[src/rtl/ir_packet_receiver.sv]
// IR packet receiver: recovers the carrier envelope from a raw IR input, measures burst and gap
// lengths in prescaled ticks, and decodes a start burst plus four data bursts into a command.
module ir_packet_receiver #(
    parameter int unsigned CLK_DIV     = 50,
    parameter int unsigned ENV_TIMEOUT = 2000,
    parameter int unsigned START_MIN   = 2000,
    parameter int unsigned START_MAX   = 2800,
    parameter int unsigned ONE_MIN     = 1000,
    parameter int unsigned ONE_MAX     = 1400,
    parameter int unsigned ZERO_MIN    = 450,
    parameter int unsigned ZERO_MAX    = 750,
    parameter int unsigned GAP_MAX     = 1500
) (
    input  logic       CLK,
    input  logic       RESET,
    input  logic       IR_IN,
    output logic [3:0] COMMAND,
    output logic       VALID,
    output logic       ERROR,
    output logic       BUSY
);

    localparam int unsigned PW = (CLK_DIV > 1) ? $clog2(CLK_DIV) : 1;
    localparam int unsigned TW = $clog2(ENV_TIMEOUT + 1);

    localparam logic [PW-1:0] PrescLast = PW'(CLK_DIV - 1);
    localparam logic [TW-1:0] TmoLast   = TW'(ENV_TIMEOUT - 1);
    localparam logic [15:0]   StartMin  = 16'(START_MIN);
    localparam logic [15:0]   StartMax  = 16'(START_MAX);
    localparam logic [15:0]   OneMin    = 16'(ONE_MIN);
    localparam logic [15:0]   OneMax    = 16'(ONE_MAX);
    localparam logic [15:0]   ZeroMin   = 16'(ZERO_MIN);
    localparam logic [15:0]   ZeroMax   = 16'(ZERO_MAX);
    localparam logic [15:0]   GapMax    = 16'(GAP_MAX);
    localparam logic [15:0]   CntSat    = 16'hFFFF;

    typedef enum logic [1:0] {StIdle, StData, StDone} state_e;

    // [0]/[1] form the synchroniser, [2] holds the previous synchronised value
    logic [2:0]    sync_q;
    logic [PW-1:0] presc_q, presc_d;
    logic [TW-1:0] tmo_q, tmo_d;
    logic          env_q, env_d;
    logic [15:0]   burst_q, burst_d;
    logic [15:0]   last_q, last_d;
    logic [15:0]   gap_q, gap_d;
    state_e        state_q, state_d;
    logic [1:0]    idx_q, idx_d;
    logic [3:0]    shift_q, shift_d;
    logic [3:0]    cmd_q, cmd_d;
    logic          valid_q, valid_d;
    logic          error_q, error_d;

    logic        ir_edge;
    logic        tick;
    logic        env_rise;
    logic        env_fall;
    logic [15:0] burst_inc;
    logic        is_start;
    logic        is_one;
    logic        is_zero;

    assign ir_edge = sync_q[1] ^ sync_q[2];
    assign tick    = (presc_q == PrescLast);
    assign presc_d = tick ? '0 : presc_q + 1'b1;

    always_comb begin
        env_d    = env_q;
        tmo_d    = tmo_q;
        env_rise = 1'b0;
        env_fall = 1'b0;
        if (ir_edge) begin
            tmo_d = '0;
            if (!env_q) begin
                env_d    = 1'b1;
                env_rise = 1'b1;
            end
        end else if (env_q) begin
            if (tmo_q == TmoLast) begin
                env_d    = 1'b0;
                env_fall = 1'b1;
                tmo_d    = '0;
            end else begin
                tmo_d = tmo_q + 1'b1;
            end
        end
    end

    // last_edge captures the count including this cycle's tick, so L spans first..last edge
    assign burst_inc = (tick && burst_q != CntSat) ? burst_q + 16'd1 : burst_q;

    always_comb begin
        burst_d = burst_q;
        last_d  = last_q;
        gap_d   = gap_q;
        if (env_rise) begin
            burst_d = '0;
        end else if (env_q) begin
            burst_d = burst_inc;
        end
        if (ir_edge) begin
            last_d = env_q ? burst_inc : 16'd0;
        end
        if (env_fall) begin
            gap_d = '0;
        end else if (!env_q && tick && gap_q != CntSat) begin
            gap_d = gap_q + 16'd1;
        end
    end

    assign is_start = (last_q >= StartMin) && (last_q <= StartMax);
    assign is_one   = (last_q >= OneMin) && (last_q <= OneMax);
    assign is_zero  = (last_q >= ZeroMin) && (last_q <= ZeroMax);

    always_comb begin
        state_d = state_q;
        idx_d   = idx_q;
        shift_d = shift_q;
        cmd_d   = cmd_q;
        valid_d = 1'b0;
        error_d = 1'b0;
        case (state_q)
            StIdle: begin
                if (env_fall && is_start) begin
                    state_d = StData;
                    idx_d   = 2'd0;
                end
            end
            StData: begin
                if (env_fall) begin
                    if (is_one || is_zero) begin
                        shift_d = {shift_q[2:0], is_one};
                        idx_d   = idx_q + 2'd1;
                        if (idx_q == 2'd3) begin
                            state_d = StDone;
                        end
                    end else begin
                        error_d = 1'b1;
                        state_d = StIdle;
                    end
                end else if (!env_q && gap_q > GapMax) begin
                    error_d = 1'b1;
                    state_d = StIdle;
                end
            end
            StDone: begin
                cmd_d   = shift_q;
                valid_d = 1'b1;
                state_d = StIdle;
            end
            default: state_d = StIdle;
        endcase
    end

    always_ff @(posedge CLK) begin
        if (RESET) begin
            sync_q  <= '0;
            presc_q <= '0;
            tmo_q   <= '0;
            env_q   <= 1'b0;
            burst_q <= '0;
            last_q  <= '0;
            gap_q   <= '0;
            state_q <= StIdle;
            idx_q   <= '0;
            shift_q <= '0;
            cmd_q   <= '0;
            valid_q <= 1'b0;
            error_q <= 1'b0;
        end else begin
            sync_q  <= {sync_q[1:0], IR_IN};
            presc_q <= presc_d;
            tmo_q   <= tmo_d;
            env_q   <= env_d;
            burst_q <= burst_d;
            last_q  <= last_d;
            gap_q   <= gap_d;
            state_q <= state_d;
            idx_q   <= idx_d;
            shift_q <= shift_d;
            cmd_q   <= cmd_d;
            valid_q <= valid_d;
            error_q <= error_d;
        end
    end

    assign COMMAND = cmd_q;
    assign VALID   = valid_q;
    assign ERROR   = error_q;
    assign BUSY    = (state_q != StIdle);

endmodule

[config.mk]
export PLATFORM = sky130hd
export DESIGN_NAME = ir_packet_receiver
export DESIGN_NICKNAME = d
export VERILOG_FILES = /design/src/rtl/ir_packet_receiver.sv
export SDC_FILE = /design/constraint.sdc
export NUM_CORES = 1
export LEC_CHECK = 0
export CORE_MARGIN = 10
export CORE_UTILIZATION = 54
export DETAILED_ROUTE_END_ITERATION = 8
export PLACE_DENSITY = 0.74
export SLEW_MARGIN = 20
export SYNTH_ARGS = -nofsm -noshare
export SYNTH_HDL_FRONTEND = slang
export SYNTH_SLANG_ARGS = --single-unit
export TNS_END_PERCENT = 5
[constraint.sdc]
create_clock -name CLK -period 2.1 [get_ports CLK]
set_input_delay 0.525 -clock CLK [delete_from_list [all_inputs] [get_ports CLK]]
set_output_delay 0.525 -clock CLK [all_outputs]
set_load 0.03 [all_outputs]
Yosys cells after proc, flatten, opt, wreduce, memory -nomap -nowiden
Cells that the tools add are included.
{ "word_totals": {"out_inout_bits": 7, "regBits": 83, "in_bits": 3} }
{ "classes": {"eq_ne": 12, "muxes": 25, "bitwise": 2, "n_addsub": 5, "order_cmp": 7, "reduce_logical": 21} }
{ "ops": {"columns": ["op", "count"], "rows": [
  ["$add A16 B1 Y16 const B", 2],
  ["$mux W16", 2],
  ["$ne A16 B16 Y1 const B", 2],
  ["$ge A16 B10 Y1 const B", 1],
  ["$ge A16 B11 Y1 const B", 1],
  ["$ge A16 B9 Y1 const B", 1],
  ["$gt A16 B11 Y1 const B", 1],
  ["$le A16 B10 Y1 const B", 1],
  ["$le A16 B11 Y1 const B", 1],
  ["$le A16 B12 Y1 const B", 1],
  ["$mux W2", 8],
  ["$mux W1", 12],
  ["$add A11 B1 Y11 const B", 1],
  ["$eq A11 B11 Y1 const B", 1],
  ["$mux W11", 1],
  ["$reduce_or A2 Y1", 5],
  ["$logic_and A1 B1 Y1", 8],
  ["$pmux W2 S2", 2],
  ["$add A6 B1 Y6 const B", 1],
  ["$eq A6 B6 Y1 const B", 1],
  ["$ne A2 B2 Y1 const B", 3],
  ["$reduce_and A3 Y1", 2],
  ["$eq A2 B2 Y1 const B", 2],
  ["$ne A4 B4 Y1 const B", 1],
  ["other kinds (10)", 11]
]} }

Depth between registers and ports, before layout
{ "depth": {"word_depth": 7, "depth_mapped": 10, "mapped_depth_nobuf": 8} }

Least setup slack after synthesis
No wires, ideal clock.
{ "synth_timing": {"path_type": "reg-to-reg", "start": "reg last_q[3]", "end": "reg state_q[0]", "slack_ns": 0.012, "path_stages_with_launch": 7, "t_arrival_ns": 2.008, "required_time_ns": 2.020, "n_path_buf": 0, "setup_ns": 0.080, "path_cell_list": "dfxtp_1 > or4b_1 > or3_4 > a221oi_4 > o21ai_4 > o22a_1 > a211oi_2"} }
{ "synth_between": {"elab_chain_len": 6} }
{ "synth_rtl": {"columns": ["item", "line_no", "rtl"], "rows": [
  ["start, declared", "45", "logic [15:0] last_q, last_d;"],
  ["start signal, assigned", "176", "last_q <= last_d;"],
  ["$ge A16 B10 Y1 (tied with other cells)", "112", "assign is_one = (last_q >= OneMin) && (last_q <= OneMax);"],
  ["$logic_and A1 B1 Y1, on equally long branches", "112, 113", null],
  ["$logic_or A1 B1 Y1", "131", "if (is_one || is_zero) begin"],
  ["$mux W2", "131", null],
  ["$mux W2", "130", "if (env_fall) begin"],
  ["$pmux W2 S2", "122", "case (state_q)"],
  ["end signal, assigned", "164", "state_q <= StIdle;"],
  ["end signal, assigned", "178", "state_q <= state_d;"],
  ["end, declared", "47", "state_e state_q, state_d;"]
]} }
Parallel ways exist; a longest one is shown, timed or not.
A chain may end at the register's enable or synchronous reset.

Worst setup path in the final report
{ "layout_timing": {"start": "reg last_q[0]", "end": "reg idx_q[0]"} }
{ "layout_between": {"elab_chain_len": 5} }
{ "layout_rtl": {"columns": ["item", "line_no", "rtl"], "rows": [
  ["$ge A16 B10 Y1 (tied with other cells)", "112", null],
  ["$logic_and A1 B1 Y1, on equally long branches", "112, 111, 113", null],
  ["$logic_or A1 B1 Y1 / $logic_and A1 B1 Y1 (equally long branches)", "131, 124", null],
  ["$ne A2 B2 Y1 (no source line)", null, null],
  ["$reduce_and A4 Y1 (no source line) *", null, null],
  ["end signal, assigned", "179", "idx_q <= idx_d;"],
  ["end, declared", "48", "logic [1:0] idx_q, idx_d;"]
]} }
Mark *: on every way between the ends. The rest lies on a longest branch, timed or not.

==> results.json <==
{
  "outcome": "complete, but fails checks",
  "violations": "negative setup slack",
  "synthDistinctLibCells": 61,
  "grt_max_degree": 27,
  "routed_antenna_nets": 0,
  "layout_skew_ns": 0.00993,
  "drt_first_pass_iters": 4,
  "rows": 31,
  "period_share_pct": 100,
  "cts_hold_buffers": 0,
  "worstPathMaxFanout": 3,
  "crit_chain": "or4b_1 -> or3_4 -> a221oi_4 -> nor2_2 -> mux2_4 -> a31oi_1",
  "fp.dieArea_um2": 11300,
  "worst_ir_drop_vdd_mv": 0.395,
  "number_of_antenna_violations_at_the_first_check_in_global_routing": 0,
  "place_congestion": 0.926,
  "synth_top_flop_cell": "dfxtp_1",
  "synth.net_count": 475,
  "relSlewSlack_pct": 58.0,
  "worst-endpoint-arrival_ns": 2.38,
  "post-place-cells": 580,
  "hold_viol_final": 0,
  "largest_family_of_logic_cells_by_synthesized_area": "simple AND/OR/NAND/NOR gates",
  "yosys.area_share.adder_pct": 2.19,
  "mean_instance_size_in_the_synthesized_netlist_um2": 8.61,
  "syn_to_final_growth_pct": 15.3,
  "synth_top_area_share_pct": 41.5,
  "design.final.nets": 503,
  "p_per_area_nw_per_um2": 611,
  "dr_drc_count": 0,
  "yosys-top-cells-area": "dfxtp_1, xor2_1, nor2_1",
  "postLayoutSetupSlackWorst_ns": -0.000147,
  "finalCriticalPeriod_ns": 2.10,
  "filler_cell_count": 644,
  "num_io_pins": 10,
  "clk_latency_ns": 0.35,
  "drt_first_iter_violations": 123,
  "synth-edff-count": 0,
  "route.vias.total": 3237,
  "core_region_area_um2": 7210,
  "leakagePower_nw": 1.61,
  "grt_overflow": 0,
  "xor_xnor_fraction_of_synth_area_pct": 12.7,
  "cts_max_path_buffers": 2,
  "postSynthCellCount": 465,
  "hpwl_um": 5750,
  "startpoint_type": "register",
  "fmax_mhz": 476,
  "dpl-instance-area_um2": 4360,
  "yosysWarningCount": 0,
  "synth_simple_gate_area_share_pct": 27.8,
  "total_power_w": 0.00282,
  "clock-root-buffer": "clkbuf_8",
  "cts_inserted_buffers": 9,
  "cts.sinks": 83,
  "max-cap-violations": 0,
  "totalWireLength_um": 7960,
  "route.detailed.vias_per_inst": 5.43,
  "drive_above_1_share_pct": 14.3,
  "synthTopCellsByCount": "dfxtp_1, nor2_1, nand2_1",
  "synth_seq_cells": 83,
  "gr-usage-all-layers_pct": 14.7,
  "clock_slew_seen_by_the_registers_of_the_worst_setup_and_hold_paths_ns": 0.08,
  "regArea_um2": 1660,
  "postSynth.asyncResetShare_pct": 0,
  "tritoncts_clock_tree": "built",
  "finish.cell_count_without_fillers": 596,
  "grt_pass1_vias": 3142,
  "die_w_um": 106,
  "grt_first_pass_wirelength_um": 14000,
  "timing.hold.ws_ns": 0.446,
  "yosys-mux-area-fraction_pct": 2.63,
  "antenna-diode-count": 0,
  "report.final.slew_viol_count": 0,
  "die_height_um": 106,
  "postLayoutCellArea_um2": 4610,
  "hp-class": "reg2reg",
  "number_of_port_buffers": 9,
  "synth_compound_gate_area_share_pct": 9.94,
  "sequential_share_of_the_synthesized_area_pct": 41.5,
  "routedWlPerCell_um": 13.4,
  "worst_slew_pin_slew_ns": 0.625,
  "top_cell_type_by_total_area_after_synthesis": "dfxtp_1",
  "multi_input_comb_area_um2": 2280,
  "worstPathRequired_ns": 2.38,
  "initial_core_util_pct": 55.5,
  "synth.cell_area_um2": 4000,
  "critPathMaxStageDelay_ns": 0.51,
  "synth.most_common_cell": "dfxtp_1",
  "grt_setup_unrepaired": "yes",
  "endpoint_kind": "register",
  "setup_viol": 1,
  "htree_levels": 3,
  "criticalPathCategory": "reg2reg",
  "timing.critical_path.slowest_stage_cell": "or4b_1"
}
## power by group
part | switching [W] | total [W] | internal, W | leakage (nW)
sequential | 0.0000101 | 0.00160 | 0.00159 | 0.670
combinational | 0.0000637 | 0.000102 | 0.0000379 | 0.845
clock | 0.000546 | 0.00112 | 0.000576 | 0.0954
## stage by stage
step	utilization, %	worst slack (ns)	TNS, ns
CTS	63.0	-0.0205	-0.0305
detailed placement	60.4	-0.0228	-0.0269
global placement	60.4	0.0149	0
global route	64.0	-0.0932	-0.236
floorplan	-	0.0125	0
finish	64.0	-0.000147	-0.000147
## final timing paths
check / start / to / slack [ns] / depth (start not counted)
worst min register to register: sync_q[0] / sync_q[1] / 0.45 / 1
worst max register to register: last_q[0] / idx_q[0] / -0.0001 / 6
worst max-delay path: last_q[0] / idx_q[0] / -0.0001 / 6
worst min-delay path: sync_q[0] / sync_q[1] / 0.45 / 1
## per-layer routing
metal | part of all wire [%] | track usage (%) | vias to the layer above
met1 | 48 | 17.7 | 1528
met5 | 0 | 0 | -
met3 | 2.6 | 3.99 | 5
li1 | - | - | 1670
met4 | 0.72 | 4.45 | 0
met2 | 49 | 24.9 | 34
## flip-flops by register name (all words and copies together), names as in the netlist
name and flops:
shift_q 4, COMMAND 4, VALID 1, ERROR 1
state_q 2, last_q 16, gap_q 16, tmo_q 11
idx_q 2, env_q 1, sync_q 3, burst_q 16
presc_q 6
## kinds of logic (layout without fill, tap and decap cells)
kind of cell             after synthesis  in the layout
XOR/XNOR                              58             58
AO/OA/AOI/OAI                         55             55
adder cells (fa/ha/maj)                7              7
buffers and inverters                 30             62
multiplexers                          10             10
AND/OR/NAND/NOR                      222            222
flip-flops                            83             83
## final cells by class
type	count	area share (%)
multi-input combinational	352	49.3
inverter	7	0.569
sequential	83	36.0
timing repair buffer	40	7.19
clock inverter	4	1.11
tap	99	2.68
clock buffer	11	3.06
## cell usage in the layout (no fill, tap or decap), types with 5 or more instances in the layout
cell type        count
clkbuf_8            10
nand2_1             48
a21oi_1             10
mux2i_1              9
nor3_1              12
inv_1                7
nor2b_1              5
xor2_1              43
buf_4               29
ha_1                 7
nor2_1              64
and2_1               5
xnor2_1             15
nand4_1             18
o21ai_0             18
clkdlybuf4s50_1      8
nor4_1               5
nand3_1             26
dfxtp_1             82
## worst max-delay path, delay by kind of cell (launching register included)
kind | cells | cell delay [ns]
and+or+nand+nor | 3 | 0.97
AOI/OAI and AO/OA | 2 | 0.44
DFF | 1 | 0.31
muxes | 1 | 0.30
## what timing repair did
action | CTS | global route
cloned | 0 | 1
resized for setup | 1 | 13
endpoints found under the setup margin | 8 | 51
pin swaps | 2 | 2
setup buffers | 0 | 0
(Power assumes the default switching activity.)
